## src/rtl/rom_read_arbiter.sv

```systemverilog
// -----------------------------------------------------------------------------
// rom_read_arbiter
//
// Shares one combinational ROM between two requesters. A requester asks for a
// burst of 1..2^ADDR_W consecutive words. The arbiter grants one requester at a
// time, walks the ROM address one word per cycle, and returns registered data
// with a valid strobe and an end-of-burst flag. The block is the only driver
// of the ROM address.
//
// Configuration macro:
//   ROM_ARB_RR_EN  defined   -> round-robin on simultaneous requests
//                             (the requester that was not last served wins)
//                  undefined -> fixed priority, requester 0 always wins
//
// Ports:
//   clk              system clock, rising edge
//   rst_n            synchronous active-low reset
//   req0/req1        burst request, held high until the matching grant
//   addr0/addr1      burst start address, sampled with the grant
//   len0/len1        burst length minus one, sampled with the grant
//   gnt0/gnt1        one-cycle grant pulse
//   vld0/vld1        data beat valid
//   data0/data1      registered read data, held between beats
//   done0/done1      high with the last beat of a burst
//   rom_addr         address to the ROM
//   rom_data         ROM output, combinational in rom_addr
//   busy             high while a burst is in progress
// -----------------------------------------------------------------------------
module rom_read_arbiter #(
    parameter int ADDR_W = 3,
    parameter int DATA_W = 4
) (
    input  logic              clk,
    input  logic              rst_n,
    input  logic              req0,
    input  logic              req1,
    input  logic [ADDR_W-1:0] addr0,
    input  logic [ADDR_W-1:0] addr1,
    input  logic [ADDR_W-1:0] len0,
    input  logic [ADDR_W-1:0] len1,
    output logic              gnt0,
    output logic              gnt1,
    output logic              vld0,
    output logic              vld1,
    output logic [DATA_W-1:0] data0,
    output logic [DATA_W-1:0] data1,
    output logic              done0,
    output logic              done1,
    output logic [ADDR_W-1:0] rom_addr,
    input  logic [DATA_W-1:0] rom_data,
    output logic              busy
);

    typedef enum logic [0:0] {
        IDLE = 1'b0,
        READ = 1'b1
    } state_e;

    state_e              state_q, state_d;
    logic                owner_q, owner_d;
    logic                last_owner_q, last_owner_d;
    logic [ADDR_W-1:0]   ptr_q, ptr_d;
    logic [ADDR_W-1:0]   cnt_q, cnt_d;
    logic [ADDR_W-1:0]   rom_addr_q, rom_addr_d;
    logic                gnt0_q, gnt0_d;
    logic                gnt1_q, gnt1_d;
    logic                vld0_q, vld0_d;
    logic                vld1_q, vld1_d;
    logic                done0_q, done0_d;
    logic                done1_q, done1_d;
    logic [DATA_W-1:0]   data0_q, data0_d;
    logic [DATA_W-1:0]   data1_q, data1_d;
    logic                busy_q, busy_d;

    logic                winner_s;
    logic [ADDR_W-1:0]   win_addr_s;
    logic [ADDR_W-1:0]   win_len_s;

    // Arbitration: pick which requester wins when the FSM is idle
    always_comb begin
        winner_s = 1'b0;
        if (req0 && req1) begin
`ifdef ROM_ARB_RR_EN
            // Serve whoever was not served last time.
            winner_s = ~last_owner_q;
`else
            winner_s = 1'b0;
`endif
        end else if (req1) begin
            winner_s = 1'b1;
        end else begin
            winner_s = 1'b0;
        end
    end

    // Mux the winning requester's burst descriptor
    always_comb begin
        win_addr_s = addr0;
        win_len_s  = len0;
        if (winner_s) begin
            win_addr_s = addr1;
            win_len_s  = len1;
        end else begin
            win_addr_s = addr0;
            win_len_s  = len0;
        end
    end

    // Next-state and output logic of the burst sequencer
    always_comb begin
        state_d      = state_q;
        owner_d      = owner_q;
        last_owner_d = last_owner_q;
        ptr_d        = ptr_q;
        cnt_d        = cnt_q;
        rom_addr_d   = rom_addr_q;
        data0_d      = data0_q;
        data1_d      = data1_q;
        gnt0_d       = 1'b0;
        gnt1_d       = 1'b0;
        vld0_d       = 1'b0;
        vld1_d       = 1'b0;
        done0_d      = 1'b0;
        done1_d      = 1'b0;
        busy_d       = busy_q;

        case (state_q)
            IDLE: begin
                if (req0 || req1) begin
                    owner_d    = winner_s;
                    rom_addr_d = win_addr_s;
                    // ptr always points one word ahead of rom_addr.
                    ptr_d      = win_addr_s + ADDR_W'(1);
                    cnt_d      = win_len_s;
                    gnt0_d     = ~winner_s;
                    gnt1_d     = winner_s;
                    state_d    = READ;
                    busy_d     = 1'b1;
                end else begin
                    busy_d = 1'b0;
                end
            end
            READ: begin
                // rom_data reflects the address presented during this cycle.
                if (owner_q) begin
                    data1_d = rom_data;
                    vld1_d  = 1'b1;
                end else begin
                    data0_d = rom_data;
                    vld0_d  = 1'b1;
                end
                rom_addr_d = ptr_q;
                ptr_d      = ptr_q + ADDR_W'(1);
                cnt_d      = cnt_q - ADDR_W'(1);
                if (cnt_q == ADDR_W'(0)) begin
                    done0_d      = ~owner_q;
                    done1_d      = owner_q;
                    last_owner_d = owner_q;
                    state_d      = IDLE;
                    busy_d       = 1'b0;
                end else begin
                    busy_d = 1'b1;
                end
            end
            default: begin
                state_d = IDLE;
                busy_d  = 1'b0;
            end
        endcase
    end

    // State and output registers with synchronous active-low reset
    always_ff @(posedge clk) begin
        if (!rst_n) begin
            state_q      <= IDLE;
            owner_q      <= 1'b0;
            last_owner_q <= 1'b1;
            ptr_q        <= '0;
            cnt_q        <= '0;
            rom_addr_q   <= '0;
            data0_q      <= '0;
            data1_q      <= '0;
            gnt0_q       <= 1'b0;
            gnt1_q       <= 1'b0;
            vld0_q       <= 1'b0;
            vld1_q       <= 1'b0;
            done0_q      <= 1'b0;
            done1_q      <= 1'b0;
            busy_q       <= 1'b0;
        end else begin
            state_q      <= state_d;
            owner_q      <= owner_d;
            last_owner_q <= last_owner_d;
            ptr_q        <= ptr_d;
            cnt_q        <= cnt_d;
            rom_addr_q   <= rom_addr_d;
            data0_q      <= data0_d;
            data1_q      <= data1_d;
            gnt0_q       <= gnt0_d;
            gnt1_q       <= gnt1_d;
            vld0_q       <= vld0_d;
            vld1_q       <= vld1_d;
            done0_q      <= done0_d;
            done1_q      <= done1_d;
            busy_q       <= busy_d;
        end
    end

    assign gnt0     = gnt0_q;
    assign gnt1     = gnt1_q;
    assign vld0     = vld0_q;
    assign vld1     = vld1_q;
    assign done0    = done0_q;
    assign done1    = done1_q;
    assign data0    = data0_q;
    assign data1    = data1_q;
    assign rom_addr = rom_addr_q;
    assign busy     = busy_q;

endmodule

```

## config.mk

```make
export PLATFORM = sky130hd
export DESIGN_NAME = rom_read_arbiter
export DESIGN_NICKNAME = d
export VERILOG_FILES = /design/src/rtl/rom_read_arbiter.sv
export SDC_FILE = /design/constraint.sdc
export NUM_CORES = 1
export LEC_CHECK = 0
export CORE_MARGIN = 8
export CORE_UTILIZATION = 38
export DETAILED_ROUTE_END_ITERATION = 8
export GPL_TIMING_DRIVEN = 0
export PLACE_DENSITY = 0.7
export REMOVE_ABC_BUFFERS = 1
export SETUP_SLACK_MARGIN = 0.05
export SYNTH_ARGS = -nofsm -noshare
export SYNTH_HDL_FRONTEND = slang
export SYNTH_SLANG_ARGS = --single-unit
```

## constraint.sdc

```tcl
create_clock -name clk -period 1.58 [get_ports clk]
set_clock_uncertainty 0.05 [all_clocks]
set_input_delay 0.316 -clock clk [delete_from_list [all_inputs] [get_ports clk]]
set_output_delay 0.316 -clock clk [all_outputs]
set_load 0.01 [all_outputs]
```

* Word-level counts from Yosys, hierarchy flattened *
Index checks and enable logic that the tools add are counted.

word-level totals
  ROM bits = 0
  flip-flop bits (word level) = 25
  memories = 0
  bits in latches = 0
  bits in writable memories = 0
  logic and storage cells = 46
  output and inout port bits = 18
  input bits = 20

operators by class
  shift-type cells = 0
  mux-type cells = 15
  div/mod/pow operators = 0
  multiply operators = 0
  equality and inequality tests = 1
  bitwise operators = 5
  magnitude comparators = 0
  add/subtract/negate cells = 3
  reduce and logical (&&, ||, !) cells = 9

operators with widths
  kind                                               count
  one-hot mux 3 bit (2 select lines)                 3
  two-way mux 3 bit                                  5
  AND reduction 2 bit                                4
  adder 3 x 1 -> 3 bit (second input constant)       2
  two-way mux 1 bit                                  6
  NOT 1 bit                                          5
  logical NOT 3 bit                                  1
  AND reduction 3 bit                                1
  OR reduction 3 bit                                 1
  subtractor 3 x 1 -> 3 bit (second input constant)  1
  != test 2 bit (second input constant)              1
  one-hot mux 1 bit (2 select lines)                 1
  logical AND 1 bit                                  1
  logical OR 1 bit                                   1

* Longest topological paths before layout *
  depth after elaboration = 6
  mapped depth = 6
  mapped depth without buffers = 6

* Least setup slack after synthesis *
OpenSTA, ideal clock, no wires.

  kind = reg2reg
  from = register, netlist name busy
  to = register ptr_q[2]
  stages on the path, launching flop included = 7
  setup slack = 0.051 ns
  required time = 1.398 ns
  data arrival time = 1.347 ns
  period minus slack after synthesis = 1.529 ns
  buffers on the path = 1
  setup time = 0.132 ns
  cell sequence = dfxtp_1 buf_2 inv_1 a311o_1 nand2_1 xor2_1 a21oi_1

RTL lines
  element                 RTL line  RTL
  end signal: assignment  194       ptr_q <= ptr_d;
  end: declaration        62        logic [ADDR_W-1:0] ptr_q, ptr_d;

==> flow_metrics.tcl <==
set metrics [dict create \
    core_area_um2 2660 \
    min_path_type "input pin to flip-flop" \
    finalMaxSlewViolations 0 \
    status "finished clean" \
    synth_edf_count 0 \
    synth-compound-area-share_pct 16.5 \
    yosys-mux-area-fraction_pct 5.83 \
    synthDistinctLibCells 30 \
    overflow 0 \
    synth-simple-area-share_pct 19.3 \
    rsz0062_at_grt "true" \
    die_area_um2 4630 \
    swShare_pct 27.9 \
    dpl_cell_area_um2 1400 \
    maxCapViolations 0 \
    tightest_slew_ns 0.632 \
    io_pins 38 \
    cts-root-buf "clkbuf_4" \
    start_util_pct 38.7 \
    required_ns 1.74 \
    antenna_found_initial 0 \
    cts_buffers 3 \
    synth_warnings 0 \
    synth_top_family_by_area "simple AND/OR/NAND/NOR gates" \
    synth_xor_area_share_pct 1.70 \
    p_int_w 0.000937 \
    wl_per_cell_um 13.4 \
    row_count 19 \
    drive_gt1_share_pct 9.03 \
    avgSynthCellArea_um2 8.80 \
    die_y_um 68.1 \
    ys.flop_type "dfxtp_1" \
    slew_headroom_pct 57.8 \
    max_freq_mhz 658 \
    worstPathMaxFanout 4 \
    hold_buffers 0 \
    synthCells 117 \
    io_buffers 37 \
    dp_hpwl_um 1880 \
    stdcell_area_um2 1460 \
    cts_htree_levels 1 \
    pre_cts_slack_ns -0.583 \
    die_w_um 68.1 \
    p_total_w 0.00130 \
    gp_congestion 0.767 \
    wl_um 2480 \
    cp-end-kind "flip-flop" \
    p_clk_share_pct 21.5 \
    final_cell_mix "24 x dfxtp_1, 20 x dlygate4sd2_1, 17 x clkdlybuf4s50_1, 16 x nand2_1, 13 x a21oi_1" \
    grt_pass1_wl_um 4050 \
    seq_area_frac_synth_pct 48.6 \
    drcViolationCount 0 \
    vdd_drop_max_v 0.000552 \
    drt_iter0_markers 38 \
    first_pass_iters 4 \
    clock_latency_ns 0.31 \
    cp.arrival_ns 1.68 \
    powerDensity_nw_per_um2 894 \
    crit_chain "buf_4 -> and2_1 -> a311o_1 -> nand2_1 -> xor2_1 -> a21oi_1" \
    slowest_stage "a311o_1" \
    critPathKind "flip-flop to flip-flop" \
    cts.clk_slew.worst_paths_ns 0.13 \
    synth_fa_ha_area_share_pct 2.43 \
    seqPwrFrac_pct 54.5 \
    switchingPower_w 0.000363 \
    clk_path_buf_depth 2 \
    reg2regPathDepth 6 \
    viasPerCell 5.10 \
    grt.total_usage_pct 10.8 \
    final_common_cell "dfxtp_1" \
    vias 948 \
    hold_violations 0 \
    slowest_delay_ns 0.38 \
    grt_pass1_vias 938 \
    final_util_pct 54.7 \
    numClockSinks 25 \
    postRouteAntennaNets 0 \
    postLayoutSetupSlackWorst_ns 0.0612 \
    area_growth_pct 41.3 \
    min_period_ns 1.52 \
    diodes 0 \
    hold_path_depth 2 \
    grt_max_degree 22 \
    ys_seq_elements 25 \
    tritoncts "built" \
    worst_setup_path_start_kind "flip-flop" \
    synth_area_um2 1030 \
    async_flop_share_pct 0 \
    setup-violations-final 0 \
    fin_crit_sh_pct 96.1 \
    nets 178 \
    comb_power_share_pct 24.0 \
    power_leakage_nw 0.671 \
]
-- critical path, delay by kind of cell, from the launching register on --
kind	cells	cell delay [ns]
simple gates	2	0.26
flops	1	0.37
buf+inv	1	0.14
xor+xnor	1	0.15
compound gates	2	0.45
-- metal layers --
| metal | GRT usage [%] | routed length [um] | share of wire, % |
|---|---|---|---|
| met1 | 13.3 | 1110 | 45 |
| met2 | 17.7 | 1150 | 46 |
| met3 | 3.60 | 221 | 8.9 |
| met4 | 3.07 | 8 | 0.32 |
| met5 | 0 | 0 | 0 |
-- cells in the mapped netlist, types with 2 or more instances --
cell	n	area, um2
clkbuf_1	5	18.8
o21ai_1	2	10.0
nor3_1	4	20.0
inv_1	5	18.8
a311o_1	2	20.0
o22ai_1	2	12.5
nand2b_1	2	12.5
and2_1	2	12.5
mux2i_1	6	60.1
nand3_1	4	20.0
nor2_1	8	30.0
nand2_1	16	60.1
and4bb_2	2	25.0
dfxtp_1	25	500
ha_1	2	25.0
o21ai_0	4	20.0
a21oi_1	13	65.1
-- sequential cells by signal, summed over array words and instances, names as in the netlist --
register / flops
data0: 4
data1: 4
cnt_q: 3
ptr_q: 3
rom_addr: 3
busy: 1
done0: 1
done1: 1
gnt0: 1
gnt1: 1
owner_q: 1
vld0: 1
vld1: 1
-- cell type report --
type	count	area, um2
fill	279	1210
sequential	25	504
multi-input combinational	79	479
timing repair buffer	42	387
tap	31	38.8
clock buffer	3	22.5
inverter	5	18.8
clock inverter	1	5.00
-- power by group through the flow --
stage / Combinational (W) / Clock [W] / Sequential [W]
6_report: 0.000312 / 0.000280 / 0.000709
5_1_grt: 0.000348 / 0.000307 / 0.000715
4_1_cts: 0.000315 / 0.000292 / 0.000710
3_5_place_dp: 0.000294 / 0 / 0.000738
3_3_place_gp: 0.000287 / 0 / 0.000736
2_1_floorplan: 0.000142 / 0 / 0.000743
-- metrics by stage --
stage | hold WS (ns) | instances | TNS, ns
3_5_place_dp | 0.397 | 177 | -3.86
4_1_cts | 0.378 | 186 | 0
5_1_grt | 0.411 | 186 | -0.0203
6_report | 0.389 | 186 | 0
2_1_floorplan | 0.362 | 109 | -0.247
3_3_place_gp | 0.393 | 177 | -3.44
-- cell families after synthesis --
logic type,count (synthesis)
and+or+nand+nor,41
AOI/OAI and AO/OA,28
DFF,25
buffers and inverters,13
muxes,6
xor gates and xnor gates,2
adders and majority gates,2
-- path summary, 6_finish.rpt --
kind | start | to | slack [ns]
worst min register to register | rom_addr[2] | rom_addr[2] | 0.41
worst max-delay path | busy | ptr_q[2] | 0.06
worst min-delay path | req0 | owner_q | 0.39
worst max register to register | busy | ptr_q[2] | 0.06
-- what timing repair did --
item	in CTS	in global routing
endpoints found under the setup margin	32	3
pin swaps	3	2
resized for setup	25	0
setup buffers	5	0
(Power assumes the default switching activity.)
